## config.mk

```make
export PLATFORM = sky130hd
export DESIGN_NAME = conv_seq_ctrl_flat
export DESIGN_NICKNAME = d
export VERILOG_FILES = /design/src/rtl/conv_seq_ctrl_if.sv /design/src/rtl/conv_seq_ctrl.sv /design/src/flat_wrapper.sv
export SDC_FILE = /design/constraint.sdc
export NUM_CORES = 1
export LEC_CHECK = 0
export ABC_CLOCK_PERIOD_IN_PS = 1900
export CORE_AREA = 3 3 40 42
export DETAILED_ROUTE_END_ITERATION = 12
export DIE_AREA = 0 0 43 45
export DONT_BUFFER_PORTS = 1
export PLACE_DENSITY_LB_ADDON = 0.08
export SYNTH_ARGS = -nofsm -noshare
export SYNTH_HDL_FRONTEND = slang
export SYNTH_SLANG_ARGS = --single-unit
```

## constraint.sdc

```tcl
create_clock -name clk -period 1.9 [get_ports clk]
set_input_delay 0.38 -clock clk [delete_from_list [all_inputs] [get_ports clk]]
set_output_delay 0.38 -clock clk [all_outputs]
set_load 0.1 [all_outputs]
```

## src/rtl/conv_seq_ctrl_if.sv

```systemverilog
`default_nettype none
// ============================================================================
//  Module      : conv_seq_ctrl_if
//  Description : Handshake and memory-address bundle between the convolution
//                sequencer and its X/F memories, MAC datapath and Y consumer.
//  Revision    : 1.0  initial release
// ============================================================================
interface conv_seq_ctrl_if #(
    parameter int X_SIZE   = 8,
    parameter int F_SIZE   = 4,
    parameter int X_ADDR_W = (X_SIZE > 1) ? $clog2(X_SIZE) : 1,
    parameter int F_ADDR_W = (F_SIZE > 1) ? $clog2(F_SIZE) : 1,
    parameter int Y_IDX_W  = ((X_SIZE - F_SIZE) > 0) ? $clog2(X_SIZE - F_SIZE + 1) : 1
);
    logic                conv_start;
    logic                m_ready_y;
    logic [X_ADDR_W-1:0] xmem_raddr;
    logic [F_ADDR_W-1:0] fmem_raddr;
    logic                reset_accum;
    logic                en_accum;
    logic                m_valid_y;
    logic [Y_IDX_W-1:0]  y_idx;
    logic                conv_done;
    logic                busy;

    // Sequencer side
    modport master (
        input  conv_start, m_ready_y,
        output xmem_raddr, fmem_raddr, reset_accum, en_accum,
               m_valid_y, y_idx, conv_done, busy
    );

    // Memory / datapath / consumer side
    modport slave (
        output conv_start, m_ready_y,
        input  xmem_raddr, fmem_raddr, reset_accum, en_accum,
               m_valid_y, y_idx, conv_done, busy
    );
endinterface
`default_nettype wire

```

## src/rtl/conv_seq_ctrl.sv

```systemverilog
`default_nettype none
// ============================================================================
//  Module      : conv_seq_ctrl
//  Description : Sequencer for a valid-mode 1-D convolution. For each output
//                n it walks taps k=0..F_SIZE-1, drives X/F read addresses,
//                clears then enables the external MAC accumulator (one-cycle
//                memory latency), presents Y with a valid/ready handshake and
//                pulses conv_done after the last output.
//  Revision    : 1.0  initial release
// ============================================================================
module conv_seq_ctrl #(
    parameter int X_SIZE   = 8,
    parameter int F_SIZE   = 4,
    parameter int X_ADDR_W = (X_SIZE > 1) ? $clog2(X_SIZE) : 1,
    parameter int F_ADDR_W = (F_SIZE > 1) ? $clog2(F_SIZE) : 1
) (
    input  logic             clk,
    input  logic             reset,
    conv_seq_ctrl_if.master  bus
);
    localparam int c_N_MAX = X_SIZE - F_SIZE;
    localparam int c_N_W   = (c_N_MAX > 0) ? $clog2(c_N_MAX + 1) : 1;
    localparam int c_K_W   = $clog2(F_SIZE + 1);

    localparam logic [c_N_W-1:0] c_N_LAST = c_N_W'(c_N_MAX);
    localparam logic [c_K_W-1:0] c_K_LAST = c_K_W'(F_SIZE);

    typedef enum logic [1:0] {
        S_IDLE = 2'd0,
        S_MAC  = 2'd1,
        S_OUT  = 2'd2,
        S_DONE = 2'd3
    } state_t;

    state_t           r_state;
    state_t           w_state_nxt;
    logic [c_N_W-1:0] r_n;
    logic [c_N_W-1:0] w_n_nxt;
    logic [c_K_W-1:0] r_k;
    logic [c_K_W-1:0] w_k_nxt;
    logic [c_K_W-1:0] w_k_clamp;

    // State and counters; reset aborts any convolution in flight
    always_ff @(posedge clk or negedge reset) begin
        if (!reset) begin
            r_state <= S_IDLE;
            r_n     <= '0;
            r_k     <= '0;
        end else begin
            r_state <= w_state_nxt;
            r_n     <= w_n_nxt;
            r_k     <= w_k_nxt;
        end
    end

    // Next-state and counter sequencing
    always_comb begin
        w_state_nxt = r_state;
        w_n_nxt     = r_n;
        w_k_nxt     = r_k;
        case (r_state)
            S_IDLE: begin
                if (bus.conv_start) begin
                    w_state_nxt = S_MAC;
                    w_n_nxt     = '0;
                    w_k_nxt     = '0;
                end
            end
            S_MAC: begin
                // k=F_SIZE is the extra cycle that absorbs the read latency
                if (r_k == c_K_LAST) begin
                    w_state_nxt = S_OUT;
                end else begin
                    w_k_nxt = r_k + c_K_W'(1);
                end
            end
            S_OUT: begin
                if (bus.m_ready_y) begin
                    if (r_n == c_N_LAST) begin
                        w_state_nxt = S_DONE;
                    end else begin
                        w_state_nxt = S_MAC;
                        w_n_nxt     = r_n + c_N_W'(1);
                        w_k_nxt     = '0;
                    end
                end
            end
            S_DONE: begin
                w_state_nxt = S_IDLE;
                w_n_nxt     = '0;
                w_k_nxt     = '0;
            end
            default: begin
                w_state_nxt = S_IDLE;
                w_n_nxt     = '0;
                w_k_nxt     = '0;
            end
        endcase
    end

    // Past the last tap the addresses hold on the final tap; with n=k=0 they
    // read zero, which keeps reset and idle outputs at 0.
    assign w_k_clamp = (r_k == c_K_LAST) ? (c_K_LAST - c_K_W'(1)) : r_k;

    // All outputs decode from registered state and counters only
    assign bus.xmem_raddr  = X_ADDR_W'(r_n) + X_ADDR_W'(w_k_clamp);
    assign bus.fmem_raddr  = F_ADDR_W'(w_k_clamp);
    assign bus.reset_accum = (r_state == S_MAC) && (r_k == '0);
    assign bus.en_accum    = (r_state == S_MAC) && (r_k != '0);
    assign bus.m_valid_y   = (r_state == S_OUT);
    assign bus.conv_done   = (r_state == S_DONE);
    assign bus.busy        = (r_state != S_IDLE);
    assign bus.y_idx       = r_n;

endmodule
`default_nettype wire

```

## src/flat_wrapper.sv

```systemverilog
// flat-port wrapper written by rule: the top's interface ports become plain ports
module conv_seq_ctrl_flat 
#(
    parameter int X_SIZE   = 8,
    parameter int F_SIZE   = 4,
    parameter int X_ADDR_W = (X_SIZE > 1) ? $clog2(X_SIZE) : 1,
    parameter int F_ADDR_W = (F_SIZE > 1) ? $clog2(F_SIZE) : 1
)
  (clk, reset, bus_conv_start, bus_m_ready_y, bus_xmem_raddr, bus_fmem_raddr, bus_reset_accum, bus_en_accum, bus_m_valid_y, bus_y_idx, bus_conv_done, bus_busy);
  conv_seq_ctrl_if #(.X_SIZE(X_SIZE), .F_SIZE(F_SIZE), .X_ADDR_W(X_ADDR_W), .F_ADDR_W(F_ADDR_W)) bus_i ();
  input  logic clk;
  input  logic reset;
  input wire logic [$bits(bus_i.conv_start)-1:0] bus_conv_start;
  input wire logic [$bits(bus_i.m_ready_y)-1:0] bus_m_ready_y;
  output wire logic [$bits(bus_i.xmem_raddr)-1:0] bus_xmem_raddr;
  output wire logic [$bits(bus_i.fmem_raddr)-1:0] bus_fmem_raddr;
  output wire logic [$bits(bus_i.reset_accum)-1:0] bus_reset_accum;
  output wire logic [$bits(bus_i.en_accum)-1:0] bus_en_accum;
  output wire logic [$bits(bus_i.m_valid_y)-1:0] bus_m_valid_y;
  output wire logic [$bits(bus_i.y_idx)-1:0] bus_y_idx;
  output wire logic [$bits(bus_i.conv_done)-1:0] bus_conv_done;
  output wire logic [$bits(bus_i.busy)-1:0] bus_busy;
  assign bus_i.conv_start = bus_conv_start;
  assign bus_i.m_ready_y = bus_m_ready_y;
  assign bus_xmem_raddr = bus_i.xmem_raddr;
  assign bus_fmem_raddr = bus_i.fmem_raddr;
  assign bus_reset_accum = bus_i.reset_accum;
  assign bus_en_accum = bus_i.en_accum;
  assign bus_m_valid_y = bus_i.m_valid_y;
  assign bus_y_idx = bus_i.y_idx;
  assign bus_conv_done = bus_i.conv_done;
  assign bus_busy = bus_i.busy;
  conv_seq_ctrl #(.X_SIZE(X_SIZE), .F_SIZE(F_SIZE), .X_ADDR_W(X_ADDR_W), .F_ADDR_W(F_ADDR_W)) u_core (.clk(clk), .reset(reset), .bus(bus_i));
endmodule
```

==> results.yml, run 1 <==
floorplan:
  die_w_um: 43
  die_h_um: 45
  io_pins: 17
  fp.coreArea_mm2: 0.001285
  rows: 13
  start_util: 0.5385
  die-area_mm2: 0.001935
global_route:
  grt-ovfl-total: 0
  grt.busiest_layer: "met2"
  grt_pass1_vias: 655
  grt_usage: 0.2000
  grt_antenna_before_repair: 0
  grt_start_max_net_pins: 11
  grt_use_met2: 0.3832
  grt_pass1_wl_um: 2884
  met3_usage: 0.02390
  grt_util_met1: 0.2281
clocking:
  cts_buffer_depth: 2
  cts_root_buffer: "clkbuf_4"
  numClockSinks: 8
  cts_max_level: 1
  clock_latency_ns: 0.26
  tritoncts: "built"
  path_clk_slew_ns: 0.06
  numCtsBuffers: 3
synth:
  ys_seq_elements: 8
  synth_top_family_by_area: "compound AO/OA/AOI/OAI gates"
  synth_xor_area_frac: 0.02532
  synth_cell_types: 27
  syn_area_per_cell_um2: 9.884
  synth-main-ff-cell: "dfrtp_1"
  synth_area_um2: 691.9
  synth_area_leaders: "dfrtp_1, ha_1, a41oi_1, inv_1, a21bo_2"
  synthAdderAreaFrac: 0.2098
  yosysTopAreaCellShare: 0.2893
  syn-num-nets: 85
  synth_compound_area_frac: 0.2676
  yosysMostFrequentCell: "ha_1"
  synth.mux.area_fraction: 0
  synth_common_cells: "ha_1, inv_1, dfrtp_1"
  synth_warnings: 0
  async_flop_share: 1.000
  seq_area_frac_synth: 0.2893
  synth_top_area_cell: "dfrtp_1"
  syn_inst: 70
  synth-simple-area-share: 0.1356
  synth-edff-count: 0
sta:
  maxSlewHeadroom: 0.7255
  min_period_ns: 2.424
  max_freq_mhz: 412.5
  fin_crit_sh: 1.276
  setup_ws_ns: -0.5241
  hold_violations: 0
  finClkSkew_ns: 0.01559
  worst_pin_slew_ns: 0.4109
  rsz0062_at_grt: "true"
  maxSlewViolCount: 0
  finalSetupViolCount: 2
cells_and_area:
  final_layout_size_suffix_gt1_frac: 0.5208
  final_area_mm2: 0.001084
  n_antenna_cell: 0
  final_nets: 112
  syn2layout_area_growth_pct: 56.60
critical_path:
  path_cells: "ha_4 > fa_2 > xnor2_4 > xnor2_4 > buf_12"
  critical_path_class: "reg2out"
  crit_slowest_cell: "dfrtp_4"
  crit_fanout: 3
  slowest_delay_ns: 0.63
  startpoint_type: "register"
  cp_data_arrival_time_ns: 2.04
  cp.required_ns: 1.52
  path_buf_inv: 1
  cp_top_family: "flip-flops"
  end_kind: "output pin"
  cp_common_cell: "xnor2_4"
run_status:
  violations: "setup timing"
  outcome: "finished, violations left"
route:
  drt-total-wl_um: 1754
  dr.pass1.iters: 4
  vias: 639
  drt_iter0_markers: 12
  drc: 0
  drt-wirelength-per-cell_um: 15.80
  detail_route.vias_per_cell: 5.757
  antenna_left: 0
placed_design:
  hpwl_um: 1267
  io_buffer_count: 0
  gp_congestion: 0.7963
  place_area_um2: 973.4
hold_path:
  hp-class: "in2reg"
flow_run:
  maxCapViolations: 0
## worst register-to-register path, delay by kind of cell (launching register included)
family	cells	cell delay (ns)
buffers and inverters	2	0.22
AO/OA/AOI/OAI	3	0.58
flip-flops	1	0.64
adder cells (fa/ha/maj)	1	0.23
## final cells by class
| cell class | instances | area, um2 |
|---|---|---|
| fillers | 79 | 201.4 |
| inverters | 9 | 33.78 |
| well taps | 15 | 18.77 |
| multi-input cells | 51 | 559.3 |
| clock buffers | 4 | 26.28 |
| flip-flops and latches | 8 | 205.2 |
| repair buffers | 24 | 240.2 |
## final timing paths
check | cells past startpoint | endpoint | slack [ns] | start
max in group asynchronous | 1 | u_core.bus.y_idx[0]$_DFFE_PN0P_ | 1.12 | reset
min in group asynchronous | 1 | u_core.bus.y_idx[2]$_DFFE_PN0P_ | 0.47 | reset
worst min register to register | 1 | u_core.r_state[1]$_DFFE_PN0P_ | 0.60 | u_core.r_state[1]$_DFFE_PN0P_
worst max register to register | 6 | u_core.bus.y_idx[2]$_DFFE_PN0P_ | 0.09 | u_core.bus.y_idx[0]$_DFFE_PN0P_
worst max-delay path | 5 | bus_xmem_raddr[2] | -0.52 | u_core.bus.y_idx[0]$_DFFE_PN0P_
worst min-delay path | 2 | u_core.bus.y_idx[0]$_DFFE_PN0P_ | 0.37 | bus_m_ready_y
## cells in the final DEF (no fill, tap or decap), types with 3 or more instances in the layout
cell type / count
buf_4: 17
inv_1: 6
ha_1: 6
dfrtp_1: 6
a41oi_1: 5
nand2b_1: 4
buf_12: 4
inv_2: 3
a21bo_2: 3
o211ai_1: 3
clkbuf_4: 3
## kinds of logic (layout without fill, tap and decap cells)
kind of cell	Yosys count	after routing
compound gates	21	21
buf+inv	11	37
xor+xnor	2	2
simple gates	17	17
fa+ha+maj	11	11
flops	8	8
## registers in the layout, indices dropped and copies added (netlist names)
signal / cells
u_core.bus.y_idx: 3
u_core.r_k: 3
u_core.r_state: 2
## stage by stage
step                      hold slack (ns)  instances  setup slack [ns]  utilization  setup TNS, ns
final                              0.3690        111           -0.5241       0.8432        -0.8449
after global routing               0.3833        111           -0.6307       0.8432         -1.055
after CTS                          0.3851        110           -0.5596       0.8199        -0.8923
after detailed placement          0.08457        101           -0.3349       0.7575        -0.4692
after global placement            0.08458        101           -0.3047       0.7575        -0.3819
after floorplan                   0.08441         70           -0.7507            -         -1.833
## routing by layer
metal	vias to the layer above	part of all wire	wire length, um
met3	7	0.038	67
met5	-	0	0
met1	306	0.40	705
li1	307	-	-
met2	19	0.53	930
met4	0	0.029	50
## what timing repair did
| action | in CTS | in global routing |
|---|---|---|
| buffers inserted | 4 | 1 |
| resized for setup | 3 | 6 |
| endpoints found under the setup margin | 4 | 6 |
| gates cloned | 0 | 0 |
| pin swaps | 5 | 2 |
| hold buffers | 1 | 0 |
| hold endpoints to repair | 8 | 0 |
Power of run 1 is left out: the tool's default activity adds up to more than one toggle a clock period on the data nets, which glitch-free logic cannot reach.
==> run 2: changes to the inputs <==
--- a/config.mk
+++ b/config.mk
@@ -6,9 +6,9 @@
 export NUM_CORES = 1
 export LEC_CHECK = 0
 export ABC_CLOCK_PERIOD_IN_PS = 1900
-export CORE_AREA = 3 3 40 42
+export CORE_AREA = 8 8 45 47
 export DETAILED_ROUTE_END_ITERATION = 12
-export DIE_AREA = 0 0 43 45
+export DIE_AREA = 0 0 53 55
 export DONT_BUFFER_PORTS = 1
 export PLACE_DENSITY_LB_ADDON = 0.08
 export SYNTH_ARGS = -nofsm -noshare
==> run 2 against run 1 <==
  * The run still ends with setup timing left
  * Design area fell by 0.23%
  * Clock skew fell by 0.00096 ns
  * Wire length fell by 3.6%
  * Via count fell by 1.3%
  * First-iteration DRC count fell by 50%
  * Sequential share of layout area barely moved
  * Non-clock buffer count did not move
  * Largest cell class unchanged
  * Highest routed layer unchanged
==> results.yml, run 2 (same netlist as run 1, synthesis figures left out) <==
run_status:
  outcome: "finished, violations left"
  violations: "setup timing"
flow_run:
  maxCapViolations: 0
critical_path:
  path_cells: "inv_2 > ha_4 > nand2_4 > nand2_8 > ha_4 > fa_2 > xnor2_4 > xnor2_4 > buf_12"
  reg2reg_slack_ns: 0.10
  worstReg2RegEnd: "u_core.r_k[1]$_DFFE_PN0P_"
  slowest_delay_ns: 0.37
  rr_worst_depth: 6
  end_kind: "output pin"
  startpoint_type: "register"
  timing.rr.start: "u_core.bus.y_idx[0]$_DFFE_PN0P_"
  cp_data_arrival_time_ns: 2.07
  startpoint: "u_core.r_k[1]$_DFFE_PN0P_"
  crit_slowest_cell: "fa_2"
  critical_path_class: "reg2out"
  crit_fanout: 2
  crit_path_end: "bus_xmem_raddr[2]"
  cp.required_ns: 1.52
clocking:
  tritoncts: "built"
  path_clk_slew_ns: 0.07
  cts_max_level: 1
  clock_latency_ns: 0.27
  cts_root_buffer: "clkbuf_4"
  numCtsBuffers: 3
  numClockSinks: 8
  cts_buffer_depth: 2
hold_path:
  hp-class: "in2reg"
  worstHoldStart: "bus_m_ready_y"
cells_and_area:
  syn2layout_area_growth_pct: 56.24
  final_layout_size_suffix_gt1_frac: 0.5104
  final_common_cell: "buf_4"
  final_area_mm2: 0.001081
  n_antenna_cell: 0
  final_nets: 112
  mostFrequentLayoutCells: "buf_4, inv_1, ha_1, dfrtp_1"
sta:
  max_freq_mhz: 408.0
  rsz0062_at_grt: "true"
  finClkSkew_ns: 0.01463
  finalSetupTns_ns: -0.8904
  finalSetupViolCount: 2
  maxSlewViolCount: 0
  setup_ws_ns: -0.5513
  maxSlewHeadroom: 0.7427
  fin_crit_sh: 1.290
  worst_pin_slew_ns: 0.3852
  min_period_ns: 2.451
  hold_violations: 0
floorplan:
  start_util: 0.5000
  rows: 14
  io_pins: 17
  die_w_um: 53
  die_h_um: 55
  die-area_mm2: 0.002915
  fp.coreArea_mm2: 0.001384
placed_design:
  place_area_um2: 982.2
  hpwl_um: 1234
  gp_congestion: 0.8237
  io_buffer_count: 0
global_route:
  grt_start_max_net_pins: 11
  grt_usage: 0.1343
  grt-ovfl-total: 0
  grt_pass1_vias: 651
  grt_pass1_wl_um: 2939
  grt_antenna_before_repair: 0
route:
  drt-wirelength-per-cell_um: 15.10
  drt-total-wl_um: 1691
  detail_route.vias_per_cell: 5.634
  drt_iter0_markers: 6
  vias: 631
  dr.pass1.iters: 4
  antenna_left: 0
  drc: 0
==> run 2: cell counts in the layout (fill, tap and decap cells not counted) <==
No cell type changed its count.
==> run 2: routing by layer <==
| metal | vias to the layer above | wire length (um) | GRT usage |
|---|---|---|---|
| li1 | 308 | - | - |
| met1 | 298 | 662 | 0.1442 |
| met2 | 20 | 888 | 0.2266 |
| met3 | 5 | 99 | 0.03209 |
| met4 | 0 | 40 | 0.09914 |
| met5 | - | 0 | 0 |
==> run 2: what timing repair did <==
action,in CTS,in global routing
setup buffers,2,2
hold buffers,1,0
pin swaps,1,0
endpoints found under the setup margin,4,5
gates resized for setup,3,3
hold endpoints to repair,8,0
==> run 2: per-stage QoR <==
| stage | setup slack, ns | util | hold WS [ns] | std cells |
|---|---|---|---|---|
| floorplan | -0.7507 | - | 0.08441 | 70 |
| global placement | -0.2884 | 0.7098 | 0.08461 | 103 |
| detailed placement | -0.3061 | 0.7098 | 0.08461 | 103 |
| CTS | -0.5514 | 0.7568 | 0.3695 | 110 |
| global route | -0.6432 | 0.7812 | 0.4110 | 112 |
| finish | -0.5513 | 0.7812 | 0.3661 | 112 |
==> run 2: worst min path at each step <==
stage | slack [ns] | to | cells after the start
finish | 0.37 | u_core.bus.y_idx[2]$_DFFE_PN0P_ | 2
global route | 0.41 | u_core.bus.y_idx[2]$_DFFE_PN0P_ | 2
floorplan | 0.08 | u_core.bus.y_idx[0]$_DFFE_PN0P_ | 0
CTS | 0.37 | u_core.bus.y_idx[0]$_DFFE_PN0P_ | 2
detailed placement | 0.08 | u_core.r_state[1]$_DFFE_PN0P_ | 0
global placement | 0.08 | u_core.r_state[1]$_DFFE_PN0P_ | 0
==> run 2: area by class of cell <==
class,count,area (um2)
Multi-Input combinational cell,51,546.8
Tap cell,16,20.02
Sequential cell,8,205.2
Timing Repair Buffer,24,249.0
Inverter,9,33.78
Clock buffer,4,26.28
Fill cell,90,302.8
==> run 2: worst max-delay path, delay by kind of cell (launching register included) <==
kind | cells | cell delay (ns)
xor gates and xnor gates | 2 | 0.37
adders and majority gates | 3 | 0.68
buffers and inverters | 2 | 0.25
DFF | 1 | 0.35
and+or+nand+nor | 2 | 0.16
Power of run 2 is left out for the same reason.
